`src/rtl/alu_ops_pkg.sv`:
```
// Shared definitions for the ALU sharing arbiter: opcode constants,
// default datapath widths and the sequencing FSM state encoding.
package alu_ops_pkg;

    localparam int ALU_DATA_W = 32;
    localparam int ALU_OP_W   = 4;

    // ALU operation codes (passed through the arbiter unmodified)
    localparam logic [3:0] OP_ADD = 4'b0000;
    localparam logic [3:0] OP_LUI = 4'b0001;
    localparam logic [3:0] OP_OR  = 4'b0010;
    localparam logic [3:0] OP_SLL = 4'b0011;
    localparam logic [3:0] OP_SUB = 4'b0100;
    localparam logic [3:0] OP_SRL = 4'b0101;
    localparam logic [3:0] OP_XOR = 4'b0110;
    localparam logic [3:0] OP_BNE = 4'b0111;
    localparam logic [3:0] OP_BLT = 4'b1000;
    localparam logic [3:0] OP_AND = 4'b1001;

    // One operation in flight: wait for grant, let the ALU settle, hold the response
    typedef enum logic [1:0] {
        ST_IDLE = 2'b00,
        ST_EXEC = 2'b01,
        ST_RESP = 2'b10
    } state_e;

endpackage

```
`src/rtl/alu_arb_rr2.sv`:
```
// Two-way grant logic for the shared ALU.
// Default build: round-robin, the pointer favours the requester that did not win last.
// With ALU_ARB_FIXED_PRIO_EN defined requester 0 always wins a tie and no pointer exists.
module alu_arb_rr2
    import alu_ops_pkg::*;
(
`ifndef ALU_ARB_FIXED_PRIO_EN
    input  logic       clk,
    input  logic       reset,
`endif
    input  logic       en,
    input  logic [1:0] req_valid,
    output logic [1:0] grant
);

`ifndef ALU_ARB_FIXED_PRIO_EN
    // 0: requester 0 wins a tie, 1: requester 1 wins a tie
    logic rr_ptr_r;

    // Pick at most one winner among valid requesters while enabled
    always_comb begin
        grant = 2'b00;
        if (en) begin
            if (req_valid == 2'b11) begin
                grant = rr_ptr_r ? 2'b10 : 2'b01;
            end else begin
                grant = req_valid;
            end
        end else begin
            grant = 2'b00;
        end
    end

    // After a grant the other requester gets tie priority
    always_ff @(posedge clk or posedge reset) begin
        if (reset) begin
            rr_ptr_r <= 1'b0;
        end else if (grant != 2'b00) begin
            rr_ptr_r <= ~grant[1];
        end else begin
            rr_ptr_r <= rr_ptr_r;
        end
    end
`else
    // Fixed priority: requester 0 always beats requester 1
    always_comb begin
        grant = 2'b00;
        if (en) begin
            grant = req_valid[0] ? 2'b01 : {req_valid[1], 1'b0};
        end else begin
            grant = 2'b00;
        end
    end
`endif

endmodule

```
`src/rtl/alu_share_arbiter.sv`:
```
// Shares one external ALU between two requesters. Each operation is granted,
// its operands registered toward the ALU, the result captured one cycle later
// and returned on the owner's response channel. One operation in flight.
// Optional build macro ALU_ARB_FIXED_PRIO_EN selects fixed priority (see alu_arb_rr2).
module alu_share_arbiter
    import alu_ops_pkg::*;
#(
    parameter int DATA_W = ALU_DATA_W,
    parameter int OP_W   = ALU_OP_W
) (
    input  logic              clk,
    input  logic              reset,
    input  logic              req0_valid_i,
    output logic              req0_ready_o,
    input  logic [OP_W-1:0]   req0_op_i,
    input  logic [DATA_W-1:0] req0_a_i,
    input  logic [DATA_W-1:0] req0_b_i,
    input  logic              req1_valid_i,
    output logic              req1_ready_o,
    input  logic [OP_W-1:0]   req1_op_i,
    input  logic [DATA_W-1:0] req1_a_i,
    input  logic [DATA_W-1:0] req1_b_i,
    output logic              rsp0_valid_o,
    input  logic              rsp0_ready_i,
    output logic [DATA_W-1:0] rsp0_result_o,
    output logic              rsp0_zero_o,
    output logic              rsp1_valid_o,
    input  logic              rsp1_ready_i,
    output logic [DATA_W-1:0] rsp1_result_o,
    output logic              rsp1_zero_o,
    output logic [OP_W-1:0]   alu_op_o,
    output logic [DATA_W-1:0] alu_a_o,
    output logic [DATA_W-1:0] alu_b_o,
    input  logic [DATA_W-1:0] alu_result_i,
    input  logic              alu_zero_i,
    output logic              busy_o
);

    state_e              state_r;
    state_e              state_s;
    logic                owner_r;
    logic [DATA_W-1:0]   rsp_result_r;
    logic                rsp_zero_r;
    logic [1:0]          grant_s;
    logic                arb_en_s;
    logic                accept_s;
    logic                rsp_take_s;

    // Grants only in IDLE; reset masks ready so no handshake is seen during reset
    assign arb_en_s   = (state_r == ST_IDLE) && !reset;
    assign accept_s   = (grant_s != 2'b00);
    assign rsp_take_s = owner_r ? rsp1_ready_i : rsp0_ready_i;

    alu_arb_rr2 u_arb (
`ifndef ALU_ARB_FIXED_PRIO_EN
        .clk       (clk),
        .reset     (reset),
`endif
        .en        (arb_en_s),
        .req_valid ({req1_valid_i, req0_valid_i}),
        .grant     (grant_s)
    );

    assign req0_ready_o  = grant_s[0];
    assign req1_ready_o  = grant_s[1];

    assign busy_o        = (state_r != ST_IDLE);
    assign rsp0_valid_o  = (state_r == ST_RESP) && (owner_r == 1'b0);
    assign rsp1_valid_o  = (state_r == ST_RESP) && (owner_r == 1'b1);
    assign rsp0_result_o = rsp_result_r;
    assign rsp1_result_o = rsp_result_r;
    assign rsp0_zero_o   = rsp_zero_r;
    assign rsp1_zero_o   = rsp_zero_r;

    // FSM state register
    always_ff @(posedge clk or posedge reset) begin
        if (reset) begin
            state_r <= ST_IDLE;
        end else begin
            state_r <= state_s;
        end
    end

    // FSM next state: accept -> one settle cycle -> hold response until taken
    always_comb begin
        state_s = state_r;
        case (state_r)
            ST_IDLE: begin
                if (accept_s) state_s = ST_EXEC;
                else          state_s = ST_IDLE;
            end
            ST_EXEC: begin
                state_s = ST_RESP;
            end
            ST_RESP: begin
                if (rsp_take_s) state_s = ST_IDLE;
                else            state_s = ST_RESP;
            end
            default: begin
                state_s = ST_IDLE;
            end
        endcase
    end

    // Operand/owner latch on accept; result capture at the end of EXEC.
    // ALU inputs only change on accept so the ALU does not toggle when idle.
    always_ff @(posedge clk or posedge reset) begin
        if (reset) begin
            owner_r      <= 1'b0;
            alu_op_o     <= OP_W'(OP_ADD);
            alu_a_o      <= {DATA_W{1'b0}};
            alu_b_o      <= {DATA_W{1'b0}};
            rsp_result_r <= {DATA_W{1'b0}};
            rsp_zero_r   <= 1'b0;
        end else begin
            if (accept_s) begin
                owner_r  <= grant_s[1];
                alu_op_o <= grant_s[1] ? req1_op_i : req0_op_i;
                alu_a_o  <= grant_s[1] ? req1_a_i  : req0_a_i;
                alu_b_o  <= grant_s[1] ? req1_b_i  : req0_b_i;
            end
            if (state_r == ST_EXEC) begin
                rsp_result_r <= alu_result_i;
                rsp_zero_r   <= alu_zero_i;
            end
        end
    end

endmodule

```
`config.mk`:
```
export PLATFORM = sky130hd
export DESIGN_NAME = alu_share_arbiter
export DESIGN_NICKNAME = d
export VERILOG_FILES = /design/src/rtl/alu_ops_pkg.sv /design/src/rtl/alu_arb_rr2.sv /design/src/rtl/alu_share_arbiter.sv
export SDC_FILE = /design/constraint.sdc
export NUM_CORES = 1
export LEC_CHECK = 0
export CAP_MARGIN = 5
export CORE_UTILIZATION = 39
export CTS_CLUSTER_SIZE = 25
export DETAILED_ROUTE_END_ITERATION = 12
export PLACE_DENSITY_LB_ADDON = 0.15
export SLEW_MARGIN = 10
export SYNTH_ARGS = -nofsm -noshare
export SYNTH_HDL_FRONTEND = slang
export SYNTH_SLANG_ARGS = --single-unit
```
`constraint.sdc`:
```
create_clock -name clk -period 3.3 [get_ports clk]
set_input_delay 0.33 -clock clk [delete_from_list [all_inputs] [get_ports clk]]
set_output_delay 0.33 -clock clk [all_outputs]
set_load 0.05 [all_outputs]
```
After elaboration in Yosys (flattened, before gate mapping) --
Cells that the tools add are included.
Storage, ports and cells: word-level logic and storage cells 30, output and inout port bits 139, flip-flop bits (word level) 105
Cells by class: multiplexer cells 10, bitwise logic cells 2, reductions and logical operators 7, eq/ne operators 3
Operators by type and width (number):
- two-way mux 32 bit | 2
- two-way mux 2 bit | 4
- one-hot mux 2 bit (3 select lines) | 1
- equality test 2 bit (second input constant) | 2
- two-way mux 4 bit | 1
- nonzero test 2 bit | 2
- logical AND 1 bit | 3
- equality test 2 x 1 -> 1 bit (second input constant) | 1
- zero test 2 bit | 1
- two-way mux 1 bit | 2
- inverter 1 bit | 2
- zero test 1 bit | 1

Logic depth before layout (Yosys ltp) --
Gate-level depths: netlist of the first run.
depth in word-level cells 6, gate-level depth with buffers 6, mapped depth without buffers 3

By module --
A second synthesis of the first run with hierarchy kept.
Second synthesis, totals: cells, all modules 423, area, all modules 4967.3 um2
By module, submodules not included:
- alu_share_arbiter | area each 4902.2 um2, sequential area each 2602.5 um2, cells an instance 414, instances 1
- alu_arb_rr2 | area each 65.1 um2, sequential area each 25.0 um2, cells an instance 9, instances 1

Least setup slack after synthesis of the first run --
No wires, ideal clock.
path type register to output, from register state_r[1], to output port req0_ready_o, arrival 1.907 ns, path buffers 2, data required time 2.970 ns, cell stages (with the launch flop) 6, path slack 1.063 ns, cells stage by stage dfrtp_1 -> nor3_2 -> buf_2 -> buf_2 -> nand2_1 -> a21oi_1
On the way: cells in the longest elaborated chain, start to end 3
Ends and longest elaborated chain:
- start: declaration | RTL line alu_share_arbiter.sv:39 | state_e state_r;
- start signal: assignment | RTL line alu_share_arbiter.sv:80 | state_r <= state_s;
- zero test 2 bit | RTL line alu_share_arbiter.sv:50 | assign arb_en_s = (state_r == ST_IDLE) && !reset;
- logical AND 1 bit | RTL line alu_share_arbiter.sv:50
- two-way mux 2 bit | RTL line alu_arb_rr2.sv:23 | if (en) begin
- end: declaration | RTL line alu_share_arbiter.sv:14 | output logic req0_ready_o,
Every way passes these cells.

Worst setup path in the final report of the first run --
from register state_r[0], to output port rsp0_valid_o
On the way: cells in the longest elaborated chain, start to end 2
Ends and longest elaborated chain:
- equality test 2 bit | RTL line alu_share_arbiter.sv:68 | assign rsp0_valid_o = (state_r == ST_RESP) && (owner_r == 1'b0);
- logical AND 1 bit | RTL line alu_share_arbiter.sv:68
- end: declaration | RTL line alu_share_arbiter.sv:23 | output logic rsp0_valid_o,
Every way passes these cells.

==> results of run 1 <==
==> cell type report <==
| cell class | instances | area (µm²) | share of cell area |
|---|---|---|---|
| multi-input combinational | 322 | 2250 | 0.258 |
| sequential | 105 | 2630 | 0.301 |
| inverter | 3 | 13.8 | 0.00158 |
| timing repair buffer | 330 | 3290 | 0.377 |
| clock inverter | 7 | 100 | 0.0115 |
| clock buffer | 9 | 225 | 0.0258 |
| tap | 180 | 225 | 0.0258 |
==> final timing paths <==
path                              start               end  depth (start not counted)
min reg2reg                  alu_b_o[7]        alu_b_o[7]                          1
max reg2reg                  state_r[1]       alu_b_o[12]                          5
max                          state_r[0]      rsp0_valid_o                          3
min                        req1_valid_i        alu_b_o[8]                          3
min in group asynchronous         reset  rsp0_result_o[4]                          2
max in group asynchronous         reset        alu_b_o[5]                          3
==> per-layer routing <==
metal	global-route usage	share of wire
met5	0	0
met4	0.0733	0.020
met2	0.439	0.50
met1	0.323	0.40
met3	0.0542	0.079
==> power breakdown <==
group          leakage [nW]  internal [mW]  switching [mW]  total [mW]
clock                 0.161          0.674           0.511        1.18
sequential             1.18           1.92           0.429        2.35
combinational          1.90           2.19            4.41        6.60
==> cell families (layout without fill, tap and decap cells) <==
kind of cell / count (synthesis) / after routing / share of synthesized area
flip-flops: 105 / 105 / 0.477
multiplexers: 34 / 34 / 0.0696
AND/OR/NAND/NOR: 80 / 80 / 0.0910
buffers and inverters: 107 / 349 / 0.116
AO/OA/AOI/OAI: 208 / 208 / 0.246
==> state kept, by name, summed over array words and instances (netlist names) <==
name / cells
alu_op_o: 4
owner_r: 1
u_arb.rr_ptr_r: 1
rsp0_zero_o: 1
state_r: 2
alu_b_o: 32
alu_a_o: 32
rsp0_result_o: 32
==> worst register-to-register path, cell delays in order (launching register included) <==
cell and delay, ns:
dfrtp_1 0.43, or3_2 0.51, buf_4 0.26, nor2_4 0.15, buf_4 0.47, a31oi_1 0.21
==> synth_stat cells, drive strengths merged <==
cell | number | share of area
inv | 3 | 0.0020
a2bb2oi | 3 | 0.0082
a311oi | 3 | 0.0048
o21bai | 1 | 0.0014
nand2 | 1 | 0.00068
nand4 | 65 | 0.074
a31oi | 65 | 0.074
a21oi | 67 | 0.061
nor3 | 2 | 0.0036
or3 | 1 | 0.0011
or2 | 2 | 0.0023
o21ai | 1 | 0.00091
nor2 | 5 | 0.0048
buf | 76 | 0.095
clkbuf | 28 | 0.019
dfrtp | 105 | 0.48
o31ai | 68 | 0.095
nand2b | 3 | 0.0034
mux2 | 34 | 0.070
nor2b | 1 | 0.0011
==> through the flow <==
| stage | worst slack, ns | power, mW | cells |
|---|---|---|---|
| 4_1_cts | 1.02 | 10.2 | 956 |
| 6_report | 1.05 | 10.1 | 956 |
| 5_1_grt | 0.923 | 10.6 | 956 |
| 3_5_place_dp | 0.681 | 8.99 | 940 |
| 3_3_place_gp | 0.754 | 8.91 | 940 |
| 2_1_floorplan | 0.209 | 6.98 | 534 |
==> results.toml, run 1 <==
[status]
status = "finished, final reports clean"

[sta]
whs_ns = 0.452
fin_crit_ns = 2.25
post-route-period-util = 0.682
finalMaxSlewViolations = 0
fmax_mhz = 444
fin_tns_setup_ns = 0
tightest_slew_ns = 0.755
fin_skew_ns = 0.00740
rsz0062_at_grt = "no"
maxSlewHeadroom = 0.497
setup_viol = 0
hold_viol = 0

[floorplanning]
die_h_um = 121
rows = 43
start_util = 0.398
ios = 314
die_x_um = 121
dieArea_mm2 = 0.0146
core_mm2 = 0.0138

[placed_design]
io_buffers = 313
hpwl_mm = 13.5
dpl_cell_area_mm2 = 0.00841
routabilityCongestion = 0.786

[clock_tree]
cts-root-buf = "clkbuf_16"
clk_pin_slew_ns = 0.07
cts_resized = 0
numCtsBuffers = 9
clock_latency_ns = 0.35
cts_tree = "yes"
cts_setup_buffers = 0
cts_buffer_depth = 2
cts_sinks = 105
h-tree-depth = 3
cts_hold_buf = 0

[logic_synthesis]
synth_seq_cells = 105
avgSynthCellArea_um2 = 10.3
synthCells = 534
yosysWarnings = 0
syn-cell-area_mm2 = 0.00550
synth_seq_area_share = 0.477
syn-num-nets = 709
yosysUniqueCellTypes = 27

[finish]
final_area_mm2 = 0.00873
mostFrequentLayoutCell = "clkdlybuf4s50_1"
syn_to_final_growth_pct = 58.7
post-route-util = 0.632
fin_nets = 946
drive_gt1_frac = 0.111
most-common-layout-cells = "clkdlybuf4s50_1, dfrtp_1, a21oi_1"
fillerInstances = 1129
n_antenna_cell = 0

[worst_setup_path]
worstPathCellList = "nand2b_1 > nor2_1 > clkdlybuf4s50_1"
cp_max_fo = 5
crit_path_top_delay_cell = "clkdlybuf4s50_1"
crit_type = "reg2out"
cp_data_required_time_ns = 2.97
cp_top_family = "buffers and inverters"
timing.reg2reg.setup_slack_ns = 1.12
cp.arrival_ns = 1.92
cp-end-kind = "output pin"
crit_buf_inv = 1
crit_path_start_kind = "flop"
worst_path_largest_cell_delay_ns = 0.85

[global_route]
gr-usage-all-layers = 0.256
grt_overflow_total = 0
antenna_found_initial = 0
grt_max_degree = 67
grt_pass1_wl_mm = 28.9
grt_pass1_vias = 5225

[drt]
num_vias = 5501
via_per_inst = 5.75
detail-route-antenna-nets = 0
wire_per_inst_um = 20.0
drcViolationCount = 0
drtPass1Iterations = 5
drt_first_iter_violations = 415
finalWirelength_mm = 19.1

[min_path]
hold_path.class = "in2reg"

[power_and_ir_drop]
cellPowerDensity_mw_per_mm2 = 1160
peakVddDrop_uv = 510
power.leakage_nw = 3.24

[job]
drv_cap = 0
(Power assumes the default switching activity.)
==> run 2: changes to the inputs <==
--- a/config.mk
+++ b/config.mk
@@ -6,7 +6,7 @@
 export NUM_CORES = 1
 export LEC_CHECK = 0
 export CAP_MARGIN = 5
-export CORE_UTILIZATION = 39
+export CORE_UTILIZATION = 35
 export CTS_CLUSTER_SIZE = 25
 export DETAILED_ROUTE_END_ITERATION = 12
 export PLACE_DENSITY_LB_ADDON = 0.15
==> constraint.sdc (replaced) <==
create_clock -name clk -period 2.05 [get_ports clk]
set_input_delay 0.205 -clock clk [delete_from_list [all_inputs] [get_ports clk]]
set_output_delay 0.205 -clock clk [all_outputs]
set_load 0.05 [all_outputs]
==> run 2 against run 1 <==
  * Count of clock-buffer cells in the layout rose by 1
  * Register-to-register slack got worse by 0.84 ns
  * Global-route usage fell by 1.9 points
  * Highest routed layer unchanged
  * Sequential share of layout area fell by 0.60 points
  * Clock power rose by 44%
  * Cell area rose by 2.0%
  * Largest cell class unchanged
  * Non-clock buffer count rose by 6
  * Flip-flop and latch count did not move
==> results.toml, run 2 (same netlist as run 1, synthesis figures left out) <==
[finish]
seqCellArea_mm2 = 0.00263
post-route-util = 0.584
fin_nets = 952
final_area_mm2 = 0.00891
syn_to_final_growth_pct = 61.9
fillerInstances = 1376
multiInputGateArea_mm2 = 0.00227
most-common-layout-cells = "clkdlybuf4s50_1, dfrtp_1, a21oi_1"
n_antenna_cell = 0
mostFrequentLayoutCell = "clkdlybuf4s50_1"
stdcell_count = 993
drive_gt1_frac = 0.121

[sta]
rsz0062_at_grt = "no"
hold_viol = 0
maxSlewHeadroom = 0.558
tightest_slew_ns = 0.662
fin_tns_setup_ns = 0
fmax_mhz = 522
setup_viol = 0
finalMaxSlewViolations = 0
fin_crit_ns = 1.92
whs_ns = 0.253
post-route-period-util = 0.935
fin_skew_ns = 0.00715

[worst_setup_path]
crit_type = "reg2out"
cp_data_required_time_ns = 1.85
timing.reg2reg.setup_slack_ns = 0.28
crit_path_start_kind = "flop"
ff2ff_path_depth = 4
r2r_end = "alu_b_o[15]"
cp_max_fo = 5
cp-end-kind = "output pin"
r2r-start = "state_r[1]"
cp.arrival_ns = 1.71

[global_route]
grt.met2_usage = 0.403
grt_overflow_total = 0
grt_pass1_vias = 5422
gr-usage-all-layers = 0.237
grt_pass1_wl_mm = 29.8
antenna_found_initial = 0
grt_max_degree = 63
grt_use_met1 = 0.279
grt_busiest_layer = "met2"
met3_usage = 0.0678

[floorplanning]
start_util = 0.361
core_mm2 = 0.0153
ios = 314
die_h_um = 127
rows = 45
die_x_um = 127
dieArea_mm2 = 0.0162

[clock_tree]
cts_setup_buffers = 0
cts_buffer_depth = 2
clk_pin_slew_ns = 0.07
cts_tree = "yes"
numCtsBuffers = 9
clock_latency_ns = 0.35
cts_sinks = 105
cts-root-buf = "clkbuf_16"
h-tree-depth = 3

[placed_design]
placedCellCount = 977
io_buffers = 313
dpl_cell_area_mm2 = 0.00862
routabilityCongestion = 0.786
hpwl_mm = 13.5

[drt]
drcViolationCount = 0
detail-route-antenna-nets = 0
drt_first_iter_violations = 428
num_vias = 5547
wire_per_inst_um = 19.4
drtPass1Iterations = 5
via_per_inst = 5.59
finalWirelength_mm = 19.2

[job]
drv_cap = 0

[min_path]
hold_path.class = "in2reg"
min_to = "alu_a_o[30]"
holdCritStartpoint = "req1_valid_i"
min_delay_path_depth = 3

[power_and_ir_drop]
peakVddDrop_uv = 1060
power.leakage_nw = 3.29
cellPowerDensity_mw_per_mm2 = 1820

[status]
status = "finished, final reports clean"
[run 2: cell types whose count changed in the layout (fill, tap and decap cells not counted), sizes merged]
cell,change
buf,+8
bufinv,-2
clkbuf,+1
clkdlybuf4s50,-3
clkinvlp,+2
dlygate4sd2,+1
inv,-1
[run 2: worst max-delay path: stages, from the launching register on]
cell and delay (ns):
dfrtp_1 0.45, or3_4 0.48, nor3_4 0.26, buf_12 0.17
[run 2: final cells by class]
class                   count  area share
well taps                 211      0.0296
repair buffers            336       0.387
clock buffers              10      0.0268
flip-flops and latches    105       0.295
multi-input cells         322       0.254
inverters                   3     0.00168
clock inverters             6     0.00534
[run 2: worst max-delay path by stage]
stage                    start           end  slack [ns]  depth (start not counted)
finish              state_r[1]  req1_ready_o        0.13                          3
global route        state_r[1]  req1_ready_o        0.07                          3
CTS                 state_r[1]  req1_ready_o        0.11                          3
detailed placement       reset   alu_b_o[18]        0.02                          5
global placement         reset   alu_b_o[21]        0.08                          5
floorplan           state_r[1]       owner_r        0.13                          4
[run 2: power by group]
group | switching (mW) | internal (mW) | leakage, nW
Sequential | 0.704 | 3.09 | 1.18
Combinational | 7.11 | 3.65 | 1.97
Clock | 0.823 | 0.872 | 0.140
[run 2: routing by layer]
layer,up-vias,part of all wire
li1,2540,-
met1,2661,0.39
met2,305,0.50
met3,41,0.087
met4,0,0.029
met5,-,0
[run 2: per-stage QoR]
step	setup WS (ns)	power, mW
final	0.133	16.3
after global routing	0.0661	16.9
after CTS	0.107	16.4
after detailed placement	0.0182	14.6
after global placement	0.0812	14.5
after floorplan	0.133	11.2
[run 2: timing repair]
item | 4_1_cts | 5_1_grt
endpoints found under the setup margin | 2 | 0
gates resized for setup | 3 | 0
hold buffers | 0 | 0
hold endpoints to repair | 0 | 0
